<file path="config.mk">
export PLATFORM = sky130hd
export DESIGN_NAME = coord_scaler_flat
export DESIGN_NICKNAME = d
export VERILOG_FILES = /design/src/rtl/coord_scaler_if.sv /design/src/rtl/coord_scaler.sv /design/src/flat_wrapper.sv
export SDC_FILE = /design/constraint.sdc
export NUM_CORES = 1
export LEC_CHECK = 0
export BUFFER_PORTS_ARGS = -buffer_cell sky130_fd_sc_hd__buf_2
export CORE_MARGIN = 2
export CORE_UTILIZATION = 58
export DETAILED_ROUTE_END_ITERATION = 7
export PLACE_DENSITY = 0.78
export RECOVER_POWER = 50
export SLEW_MARGIN = 20
export SYNTH_ARGS = -nofsm -noshare
export SYNTH_HDL_FRONTEND = slang
export SYNTH_SLANG_ARGS = --single-unit
</file>
<file path="constraint.sdc">
create_clock -name clk -period 8.35 [get_ports clk]
set_clock_uncertainty 0.15 [all_clocks]
set_input_delay 0.4175 -clock clk [delete_from_list [all_inputs] [get_ports clk]]
set_output_delay 0.4175 -clock clk [all_outputs]
set_load 0.01 [all_outputs]
</file>
<file path="src/rtl/coord_scaler_if.sv">
`default_nettype none
// ============================================================================
// Module      : coord_scaler_if
// Description : Request/result bundle for the coordinate scaler. The master
//               side issues a conversion request; the slave side returns the
//               scaled coordinates and status flags.
// Revision    : 1.0 - initial release
// ============================================================================
interface coord_scaler_if #(
   parameter int IN_W  = 11,
   parameter int OUT_W = 13
);
   logic             start;
   logic [IN_W-1:0]  x;
   logic [IN_W-1:0]  y;
   logic [IN_W-1:0]  t_width;
   logic [IN_W-1:0]  t_height;
   logic [OUT_W-1:0] cv_x;
   logic [OUT_W-1:0] cv_y;
   logic             busy;
   logic             done;
   logic             ovf_x;
   logic             ovf_y;
   logic             div0;

   modport master (
      output start, x, y, t_width, t_height,
      input  cv_x, cv_y, busy, done, ovf_x, ovf_y, div0
   );

   modport slave (
      input  start, x, y, t_width, t_height,
      output cv_x, cv_y, busy, done, ovf_x, ovf_y, div0
   );
endinterface
`default_nettype wire

</file>
<file path="src/rtl/coord_scaler.sv">
`default_nettype none
// ============================================================================
// Module      : coord_scaler
// Description : Maps a point (x, y) to a scaled coordinate pair relative to a
//               fixed centre: cv = |coord - centre| * SCALE / target. One
//               serial restoring divider is shared between the two axes, so a
//               conversion takes 2*PROD_W+2 cycles from the accepting edge.
//               Results saturate (magnitude or two's-complement form) and a
//               zero divisor forces the saturated value with div0 raised.
// Revision    : 1.0 - initial release
// ============================================================================
module coord_scaler #(
   parameter int IN_W       = 11,
   parameter int SCALE_W    = 10,
   parameter int OUT_W      = 13,
   parameter int CX         = 262,
   parameter int CY         = 262,
   parameter int SCALE_X    = 525,
   parameter int SCALE_Y    = 525,
   parameter int SIGNED_OUT = 0
) (
   input  logic         clk,
   input  logic         rst_n,
   coord_scaler_if.slave bus
);

   localparam int PROD_W  = IN_W + SCALE_W;
   localparam int c_CNT_W = $clog2(PROD_W);

   localparam logic [IN_W-1:0]    c_CX   = IN_W'(CX);
   localparam logic [IN_W-1:0]    c_CY   = IN_W'(CY);
   localparam logic [SCALE_W-1:0] c_SX   = SCALE_W'(SCALE_X);
   localparam logic [SCALE_W-1:0] c_SY   = SCALE_W'(SCALE_Y);
   localparam logic [c_CNT_W-1:0] c_LAST = c_CNT_W'(PROD_W - 1);

   // Largest magnitude representable on the output in the selected format.
   localparam logic [PROD_W-1:0] c_MAG_MAX = (SIGNED_OUT != 0)
      ? PROD_W'((64'd1 << (OUT_W - 1)) - 64'd1)
      : PROD_W'((64'd1 << OUT_W) - 64'd1);

   typedef enum logic [2:0] {
      S_IDLE  = 3'd0,
      S_PREP  = 3'd1,
      S_DIV_X = 3'd2,
      S_DIV_Y = 3'd3,
      S_DONE  = 3'd4
   } state_t;

   state_t r_state;
   state_t w_state_nx;

   // Operands captured when a request is accepted
   logic [IN_W-1:0]   r_x;
   logic [IN_W-1:0]   r_y;
   logic [IN_W-1:0]   r_tw;
   logic [IN_W-1:0]   r_th;

   // Per-axis sign and the y product parked while x is divided
   logic              r_neg_x;
   logic              r_neg_y;
   logic [PROD_W-1:0] r_prod_y;

   // Shared divider: r_dvd shifts the dividend out at the top while quotient
   // bits enter at the bottom, so after PROD_W steps it holds the quotient.
   logic [PROD_W-1:0]  r_dvd;
   logic [IN_W-1:0]    r_rem;
   logic [c_CNT_W-1:0] r_cnt;
   logic [PROD_W-1:0]  r_qx;

   // Result registers
   logic [OUT_W-1:0]  r_cv_x;
   logic [OUT_W-1:0]  r_cv_y;
   logic              r_ovf_x;
   logic              r_ovf_y;
   logic              r_div0;

   logic [IN_W-1:0]   w_d;
   logic [IN_W-1:0]   w_e;
   logic              w_neg_x;
   logic              w_neg_y;
   logic [PROD_W-1:0] w_prod_x;
   logic [PROD_W-1:0] w_prod_y;
   logic [IN_W-1:0]   w_divisor;
   logic [IN_W:0]     w_rem_sh;
   logic              w_ge;
   logic [IN_W-1:0]   w_rem_nx;
   logic [PROD_W-1:0] w_dvd_nx;
   logic              w_last;
   logic [OUT_W:0]    w_res_x;
   logic [OUT_W:0]    w_res_y;

   // Clamp a quotient to the output range, apply the axis sign in signed
   // mode, and report whether the value was clamped. A zero divisor always
   // yields the clamped maximum.
   function automatic logic [OUT_W:0] f_scale_out(
      input logic [PROD_W-1:0] q,
      input logic              neg,
      input logic              dz
   );
      logic              ovf;
      logic [PROD_W-1:0] mag;
      logic [OUT_W-1:0]  res;
      ovf = dz || (q > c_MAG_MAX);
      mag = ovf ? c_MAG_MAX : q;
      res = mag[OUT_W-1:0];
      if ((SIGNED_OUT != 0) && neg) begin
         res = -res;
      end
      return {ovf, res};
   endfunction

   // Centre offsets, signs and products from the captured coordinates
   always_comb begin
      w_neg_x  = (r_x < c_CX);
      w_neg_y  = (r_y < c_CY);
      w_d      = w_neg_x ? (c_CX - r_x) : (r_x - c_CX);
      w_e      = w_neg_y ? (c_CY - r_y) : (r_y - c_CY);
      w_prod_x = {{SCALE_W{1'b0}}, w_d} * {{IN_W{1'b0}}, c_SX};
      w_prod_y = {{SCALE_W{1'b0}}, w_e} * {{IN_W{1'b0}}, c_SY};
   end

   // One restoring-division step: shift in the next dividend bit, subtract
   // the divisor when it fits and record the resulting quotient bit.
   always_comb begin
      w_divisor = (r_state == S_DIV_Y) ? r_th : r_tw;
      w_rem_sh  = {r_rem, r_dvd[PROD_W-1]};
      w_ge      = (w_rem_sh >= {1'b0, w_divisor});
      w_rem_nx  = w_ge ? IN_W'(w_rem_sh - {1'b0, w_divisor}) : w_rem_sh[IN_W-1:0];
      w_dvd_nx  = {r_dvd[PROD_W-2:0], w_ge};
      w_last    = (r_cnt == c_LAST);
   end

   // Final per-axis results; the y quotient is taken from the last step
   always_comb begin
      w_res_x = f_scale_out(r_qx, r_neg_x, (r_tw == '0));
      w_res_y = f_scale_out(w_dvd_nx, r_neg_y, (r_th == '0));
   end

   // State register
   always_ff @(posedge clk or negedge rst_n) begin
      if (!rst_n) begin
         r_state <= S_IDLE;
      end else begin
         r_state <= w_state_nx;
      end
   end

   // Next-state logic: fixed sequence, each divide phase lasts PROD_W cycles
   always_comb begin
      w_state_nx = r_state;
      case (r_state)
         S_IDLE:  if (bus.start) w_state_nx = S_PREP;
         S_PREP:  w_state_nx = S_DIV_X;
         S_DIV_X: if (w_last) w_state_nx = S_DIV_Y;
         S_DIV_Y: if (w_last) w_state_nx = S_DONE;
         S_DONE:  w_state_nx = S_IDLE;
         default: w_state_nx = S_IDLE;
      endcase
   end

   // Operand capture, product preparation and the shared divider
   always_ff @(posedge clk or negedge rst_n) begin
      if (!rst_n) begin
         r_x      <= '0;
         r_y      <= '0;
         r_tw     <= '0;
         r_th     <= '0;
         r_neg_x  <= 1'b0;
         r_neg_y  <= 1'b0;
         r_prod_y <= '0;
         r_dvd    <= '0;
         r_rem    <= '0;
         r_cnt    <= '0;
         r_qx     <= '0;
      end else begin
         case (r_state)
            S_IDLE: begin
               if (bus.start) begin
                  r_x  <= bus.x;
                  r_y  <= bus.y;
                  r_tw <= bus.t_width;
                  r_th <= bus.t_height;
               end
            end
            S_PREP: begin
               r_neg_x  <= w_neg_x;
               r_neg_y  <= w_neg_y;
               r_dvd    <= w_prod_x;
               r_prod_y <= w_prod_y;
               r_rem    <= '0;
               r_cnt    <= '0;
            end
            S_DIV_X: begin
               if (w_last) begin
                  // x quotient complete: park it and restart on the y product
                  r_qx  <= w_dvd_nx;
                  r_dvd <= r_prod_y;
                  r_rem <= '0;
                  r_cnt <= '0;
               end else begin
                  r_dvd <= w_dvd_nx;
                  r_rem <= w_rem_nx;
                  r_cnt <= r_cnt + 1'b1;
               end
            end
            S_DIV_Y: begin
               r_dvd <= w_dvd_nx;
               r_rem <= w_rem_nx;
               r_cnt <= r_cnt + 1'b1;
            end
            default: begin
            end
         endcase
      end
   end

   // Result registers load on the last y step so they are valid with done
   always_ff @(posedge clk or negedge rst_n) begin
      if (!rst_n) begin
         r_cv_x  <= '0;
         r_cv_y  <= '0;
         r_ovf_x <= 1'b0;
         r_ovf_y <= 1'b0;
         r_div0  <= 1'b0;
      end else if ((r_state == S_DIV_Y) && w_last) begin
         r_cv_x  <= w_res_x[OUT_W-1:0];
         r_ovf_x <= w_res_x[OUT_W];
         r_cv_y  <= w_res_y[OUT_W-1:0];
         r_ovf_y <= w_res_y[OUT_W];
         r_div0  <= (r_tw == '0) || (r_th == '0);
      end
   end

   assign bus.busy  = (r_state != S_IDLE);
   assign bus.done  = (r_state == S_DONE);
   assign bus.cv_x  = r_cv_x;
   assign bus.cv_y  = r_cv_y;
   assign bus.ovf_x = r_ovf_x;
   assign bus.ovf_y = r_ovf_y;
   assign bus.div0  = r_div0;

endmodule
`default_nettype wire

</file>
<file path="src/flat_wrapper.sv">
// flat-port wrapper written by rule: the top's interface ports become plain ports
module coord_scaler_flat 
#(
   parameter int IN_W       = 11,
   parameter int SCALE_W    = 10,
   parameter int OUT_W      = 13,
   parameter int CX         = 262,
   parameter int CY         = 262,
   parameter int SCALE_X    = 525,
   parameter int SCALE_Y    = 525,
   parameter int SIGNED_OUT = 0
)
  (clk, rst_n, bus_start, bus_x, bus_y, bus_t_width, bus_t_height, bus_cv_x, bus_cv_y, bus_busy, bus_done, bus_ovf_x, bus_ovf_y, bus_div0);
  coord_scaler_if #(.IN_W(IN_W), .OUT_W(OUT_W)) bus_i ();
  input  logic clk;
  input  logic rst_n;
  input wire logic [$bits(bus_i.start)-1:0] bus_start;
  input wire logic [$bits(bus_i.x)-1:0] bus_x;
  input wire logic [$bits(bus_i.y)-1:0] bus_y;
  input wire logic [$bits(bus_i.t_width)-1:0] bus_t_width;
  input wire logic [$bits(bus_i.t_height)-1:0] bus_t_height;
  output wire logic [$bits(bus_i.cv_x)-1:0] bus_cv_x;
  output wire logic [$bits(bus_i.cv_y)-1:0] bus_cv_y;
  output wire logic [$bits(bus_i.busy)-1:0] bus_busy;
  output wire logic [$bits(bus_i.done)-1:0] bus_done;
  output wire logic [$bits(bus_i.ovf_x)-1:0] bus_ovf_x;
  output wire logic [$bits(bus_i.ovf_y)-1:0] bus_ovf_y;
  output wire logic [$bits(bus_i.div0)-1:0] bus_div0;
  assign bus_i.start = bus_start;
  assign bus_i.x = bus_x;
  assign bus_i.y = bus_y;
  assign bus_i.t_width = bus_t_width;
  assign bus_i.t_height = bus_t_height;
  assign bus_cv_x = bus_i.cv_x;
  assign bus_cv_y = bus_i.cv_y;
  assign bus_busy = bus_i.busy;
  assign bus_done = bus_i.done;
  assign bus_ovf_x = bus_i.ovf_x;
  assign bus_ovf_y = bus_i.ovf_y;
  assign bus_div0 = bus_i.div0;
  coord_scaler #(.IN_W(IN_W), .SCALE_W(SCALE_W), .OUT_W(OUT_W), .CX(CX), .CY(CY), .SCALE_X(SCALE_X), .SCALE_Y(SCALE_Y), .SIGNED_OUT(SIGNED_OUT)) u_core (.clk(clk), .rst_n(rst_n), .bus(bus_i));
endmodule
</file>
==> results of run 1 <==
[worst max-delay path by stage]
stage,start,to,slack [ns]
final,u_core.r_x[3],u_core.r_dvd[18],2.06
after global routing,rst_n,u_core.r_rem[8],1.30
after CTS,u_core.r_x[3],u_core.r_dvd[18],2.04
after detailed placement,u_core.r_x[3],u_core.r_dvd[18],2.15
after global placement,u_core.r_x[3],u_core.r_dvd[18],2.29
after floorplan,u_core.r_x[3],u_core.r_dvd[18],2.38
[cells in the final DEF, fill, tap and decap left out, types with 12 or more instances in the layout]
cell type,netlist,routed
dfrtp_1,155,155
o22a_1,27,27
nor4_1,12,12
nand2_1,185,185
xnor2_1,25,25
o21ai_1,58,58
clkbuf_1,42,35
inv_1,80,80
nand3_1,15,15
ha_1,121,121
mux2_1,43,43
a21oi_1,58,58
fa_1,23,23
xor2_1,18,18
buf_2,1,46
nor2_1,49,47
mux2i_1,27,27
clkbuf_16,0,17
o21ai_0,14,14
[repair_timing]
item / 4_1_cts / 5_1_grt
gates resized for setup: 0 / 0
hold buffers: 1 / 0
hold endpoints to repair: 21 / 0
[sequential cells by signal (all words and copies together) (netlist names), 13 cells and up]
signal	count
u_core.r_dvd	21
u_core.r_prod_y	21
u_core.r_qx	21
u_core.bus.cv_x	13
u_core.bus.cv_y	13
[area by class of cell]
cell class              count  area share
repair buffers             87      0.0353
clock inverters            14      0.0126
clock buffers              18      0.0367
inverters                  84      0.0270
flip-flops and latches    155       0.332
well taps                 229      0.0245
multi-input cells         830       0.532
[per-stage QoR]
step	hold WS, ns	setup WS, ns
CTS	0.0386	2.04
global placement	0.309	2.29
global route	0.0514	1.30
finish	0.0438	2.06
detailed placement	0.312	2.15
floorplan	-0.0281	2.38
[logic make-up (layout without fill, tap and decap cells)]
| kind of cell | count (synthesis) | in the layout |
|---|---|---|
| compound gates | 242 | 242 |
| xor+xnor | 44 | 44 |
| buf+inv | 130 | 203 |
| fa+ha+maj | 146 | 146 |
| mux | 73 | 73 |
| simple gates | 325 | 325 |
| flops | 155 | 155 |
[critical path, cell delays in order (launching register included)]
cell and delay, ns:
dfrtp_1 0.46, or4_4 0.62, o31ai_2 0.26, nand2_1 0.30
a21oi_1 0.21, a31oi_1 0.09, xnor2_2 0.30, inv_2 0.10
nor2_1 0.12, ha_1 0.24, ha_1 0.28, inv_1 0.05
fa_1 0.50, fa_1 0.42, inv_1 0.07, ha_1 0.30
a211oi_1 0.37, nor3_1 0.09, nor3_1 0.17, o21ai_0 0.16
maj3_1 0.41, mux2_2 0.28, or2_1 0.22
[per-layer routing]
layer	routed length (um)	share of wire	track usage
met5	0	0	0
met1	10900	0.46	0.346
met2	10900	0.46	0.394
met3	1080	0.046	0.0452
met4	675	0.029	0.0930
==> metrics, run 1 <==
outcome complete, but fails checks; violated checks capacitance limit, slew limit; main combinational cell family by area after synthesis adder cells; Crit Reg-Reg Startpoint u_core.r_x[3]; layout cells sized above 1 0.0859; HP Start bus_y[0]; Final HPWL DP approximately 17000 um; Reg area between 3000 and 4000 sq um; hold crit path type input port to flop; vias in the first global route slightly below 8000; Final min period around 6.3 ns; Synth Area in Adders 0.189; # Max-Cap Violations 3; dpl cells about 1400; RSZ-0062 raised after global routing no; Layout area overhead 10.4%; via count 8284; share of synthesized area spent on multiplexers 0.0745; Syn Inst Count 1115; Skew-Pair Late Insertion Delay around 0.43 ns; total gr overflow 0; library cells used by synthesis 73; total routing usage reported by global routing 0.249; Max clock buf depth 2; worst slew pin tran approximately 5.4 ns; endpoint class of the critical path flop; Mapped Area between 10000 and 15000 sq um; wirelength, routed 23500 um; reg2reg end u_core.r_dvd[18]; top cells by area, synth dfrtp_1 (37%), ha_1 (14%), nand2_1 (6.6%); Yosys top cell area share 0.367; H-tree Lvls 4; synthesized flop and latch total 155; placed cell area approximately 11000 sq um; Synth Area in XOR/XNOR 0.0371; setup TNS 0 ns; CP Launch Type flop; Max Fclk 0.159 GHz; Ports a little under 80; DRT iter0 DRCs between 500 and 600; Via density 5.85; Clock Sinks approximately 160; # diodes 0; Die H around 140 um; CP Max Fanout 11; Hold Vio Cnt, Final 0; largest net degree at the start of global routing 103; WHS Endpoint u_core.r_y[0]; syn_nets between 1000 and 1500; Async SR Flop Fraction 1.00; Main synth FF type dfrtp_1; initial antenna violation count 0; drt first pass iters 7; Die Area between 15000 and 20000 sq um; CP required 8.51 ns; r2r setup slk 2.06 ns; Clock transition at path regs ~0.07 ns; WL/cell approximately 17 um; Relative slew margins -2.58; fin crit share 0.753; routability cong. between 0.9 and 1; mean post-synth cell area ~9.5 sq um; synth warn 0; compound-gate portion of the synthesized area 0.149; Final ANT Viol Nets 0; Crit path arrival time roughly 6.5 ns; multi-input gate area in the final layout between 6000 and 7000 sq um; setup violators final 0; Rows 49; most common cell in the synthesized netlist nand2_1; first-pass GRT wire length roughly 39000 um; Port-buffer cells 77; CORE AREA 17900 sq um; max-slew violations roughly 200; post-layout util 0.653; cts bufs inserted 17; Post-synth EDFFs 0; simple-gate share of the synthesized area 0.137; Final Cell Area ~12000 sq um; Worst R2R Path Depth 22; sequential fraction of the synthesis area 0.367; Setup Crit Path Kind flop to flop; # DRC 0; final net count roughly 1400; Hold Crit Depth 2; commonest cells in the netlist nand2_1 (185), dfrtp_1 (155), ha_1 (121); CTS tree done; Die W between 100 and 150 um; FILL cells 1445; initial core utilization 0.591; Layout Cells excl Fill ~1400; CTS root buffer clkbuf_16; area leader, netlist dfrtp_1; post-CTS setup buffers 0
Power of run 1 is not shown: default switching activity piles up to over one toggle a cycle in this logic, so the estimate is an artifact.
==> run 2, diff against run 1 <==
--- a/config.mk
+++ b/config.mk
@@ -7,9 +7,9 @@
 export LEC_CHECK = 0
 export BUFFER_PORTS_ARGS = -buffer_cell sky130_fd_sc_hd__buf_2
 export CORE_MARGIN = 2
-export CORE_UTILIZATION = 58
+export CORE_UTILIZATION = 56
 export DETAILED_ROUTE_END_ITERATION = 7
-export PLACE_DENSITY = 0.78
+export PLACE_DENSITY = 0.79
 export RECOVER_POWER = 50
 export SLEW_MARGIN = 20
 export SYNTH_ARGS = -nofsm -noshare
==> constraint.sdc (replaced) <==
create_clock -name clk -period 5.12 [get_ports clk]
set_clock_uncertainty 0.15 [all_clocks]
set_input_delay 0.256 -clock clk [delete_from_list [all_inputs] [get_ports clk]]
set_output_delay 0.256 -clock clk [all_outputs]
set_load 0.01 [all_outputs]
==> run 2 against run 1 <==
Effect of this change: the run ends with capacitance limit, slew limit, setup timing left; critical path depth unchanged; first-iteration DRC count up 120%; non-clock buffer count up 192; flip-flop and latch count unchanged; final area up 21%; die area up 3.5%; hold slack better by 0.020 ns; core utilization up 11 points; wire length up 61%; cell count up 14%; critical endpoint unchanged; largest cell class unchanged.
==> metrics, run 2 (synthesis gave the netlist of run 1 again) <==
Final HPWL DP roughly 19000 um; Crit path arrival time around 6.3 ns; most common cell after layout, fill and taps aside nand2_1; DRT iter0 DRCs roughly 1200; wirelength, routed ~38000 um; Most Crowded Layer GR met2; Relative slew margins -0.750; setup violators final 22; multi-input gate area in the final layout around 7100 sq um; total routing usage reported by global routing 0.301; fin crit share 1.20; via count about 10000; Clock transition at path regs around 0.07 ns; Die Area around 20000 sq um; GR Util met3 0.0533; Clock Sinks approximately 160; largest registers u_core.r_dvd (21), u_core.r_prod_y (21), u_core.r_qx (21); Rows 50; final net count around 1600; CP Launch Type flop; final worst slack -1.04 ns; CORE AREA about 19000 sq um; Layout Cells excl Fill ~1600; max-slew violations between 150 and 200; routability cong. approximately 0.87; Skew-Pair Late Insertion Delay 0.45 ns; initial core utilization 0.568; Port-buffer cells 77; CP required 5.30 ns; crit path from u_core.r_x[6]; first-pass GRT wire length 47800 um; RSZ-0062 raised after global routing yes; Crit Reg-Reg Startpoint u_core.r_x[6]; total gr overflow 0; initial antenna violation count 1; WL/cell roughly 23 um; Die W around 140 um; FILL cells ~1100; dpl cells approximately 1500; Max clock buf depth 2; Worst R2R Path Depth 22; largest net degree at the start of global routing about 110; vias in the first global route between 9000 and 10000; Via density 6.48; Final min period roughly 6 ns; CTS tree done; cts bufs inserted 17; Critical Path End u_core.r_dvd[18]; Max Fclk 0.162 GHz; reg2reg end u_core.r_dvd[18]; # DRC 0; endpoint class of the critical path flop; GR Util met2 0.504; Layout area overhead 33.9%; Setup Crit Path Kind flop to flop; Reg area 3880 sq um; Global Route met1 Usage 0.374; Hold Vio Cnt, Final 0; violated checks capacitance limit, slew limit, setup timing; Final ANT Viol Nets 0; commonest cells after routing, fill and taps aside nand2_1 (179), dfrtp_1 (151), buf_4 (143), ha_1 (87), inv_1 (71); layout cells sized above 1 0.267; Ports 78; H-tree Lvls 4; Setup WS pre-CTS -0.500 ns; drt first pass iters 7; Die H about 140 um; outcome complete, but fails checks; worst slew pin tran between 2 and 3 ns; # Max-Cap Violations 3; hold crit path type input port to flop; r2r setup slk -1.04 ns; CTS root buffer clkbuf_16; CP Max Fanout 8
[run 2: worst min path at each step]
stage | startpoint | endpoint | slack (ns) | depth (start not counted)
finish | bus_start | u_core.r_state[0] | 0.06 | 5
global route | bus_start | u_core.r_state[0] | 0.12 | 5
CTS | bus_start | u_core.r_state[0] | 0.07 | 5
detailed placement | rst_n | u_core.bus.ovf_x | 0.29 | 1
global placement | rst_n | u_core.bus.ovf_x | 0.29 | 1
floorplan | rst_n | u_core.bus.cv_x[0] | -0.19 | 0
[run 2: per-stage QoR]
stage / instance area, sq um / setup TNS (ns) / utilization / hold slack (ns)
global route: 14200 / -13.59 / 0.760 / 0.115
floorplan: 10800 / -1.09 / - / -0.190
global placement: 12100 / -1.39 / 0.647 / 0.292
finish: 14200 / -10.33 / 0.760 / 0.0636
detailed placement: 12100 / -2.83 / 0.648 / 0.293
CTS: 13300 / -0.847 / 0.716 / 0.0710
[run 2: per-layer routing]
metal | vias up | wire length [um] | part of all wire
met1 | 4965 | 13400 | 0.35
met4 | 0 | 3300 | 0.087
met5 | - | 0 | 0
met2 | 780 | 17700 | 0.47
li1 | 4422 | - | -
met3 | 304 | 3530 | 0.093
[run 2: timing repair]
action | 4_1_cts | 5_1_grt
hold buffers | 45 | 0
hold endpoints to repair | 148 | 0
pin swaps | 31 | 81
setup buffers | 11 | 36
setup endpoints to repair | 19 | 23
gates resized for setup | 26 | 105
[run 2: area by class of cell]
class	instances	share of cell area
flip-flops and latches	155	0.274
clock buffers	18	0.0310
repair buffers	279	0.141
inverters	84	0.0223
diodes	1	0.000177
multi-input cells	830	0.501
clock inverters	14	0.0104
well taps	234	0.0207
[run 2: worst max-delay path: stages (launching register included)]
cell     delay, ns
dfrtp_1       0.39
or4_4         0.58
o31ai_4       0.31
nand2_4       0.14
a21oi_2       0.15
a31oi_2       0.06
xnor2_2       0.29
buf_4         0.17
ha_1          0.17
ha_1          0.24
ha_2          0.27
ha_1          0.30
inv_1         0.13
fa_1          0.67
inv_1         0.12
ha_4          0.30
o21ai_1       0.12
a21oi_4       0.17
nand4_1       0.26
o21ai_2       0.26
maj3_2        0.24
mux2_4        0.30
or2_1         0.23
Power of run 2 is left out for the same reason.
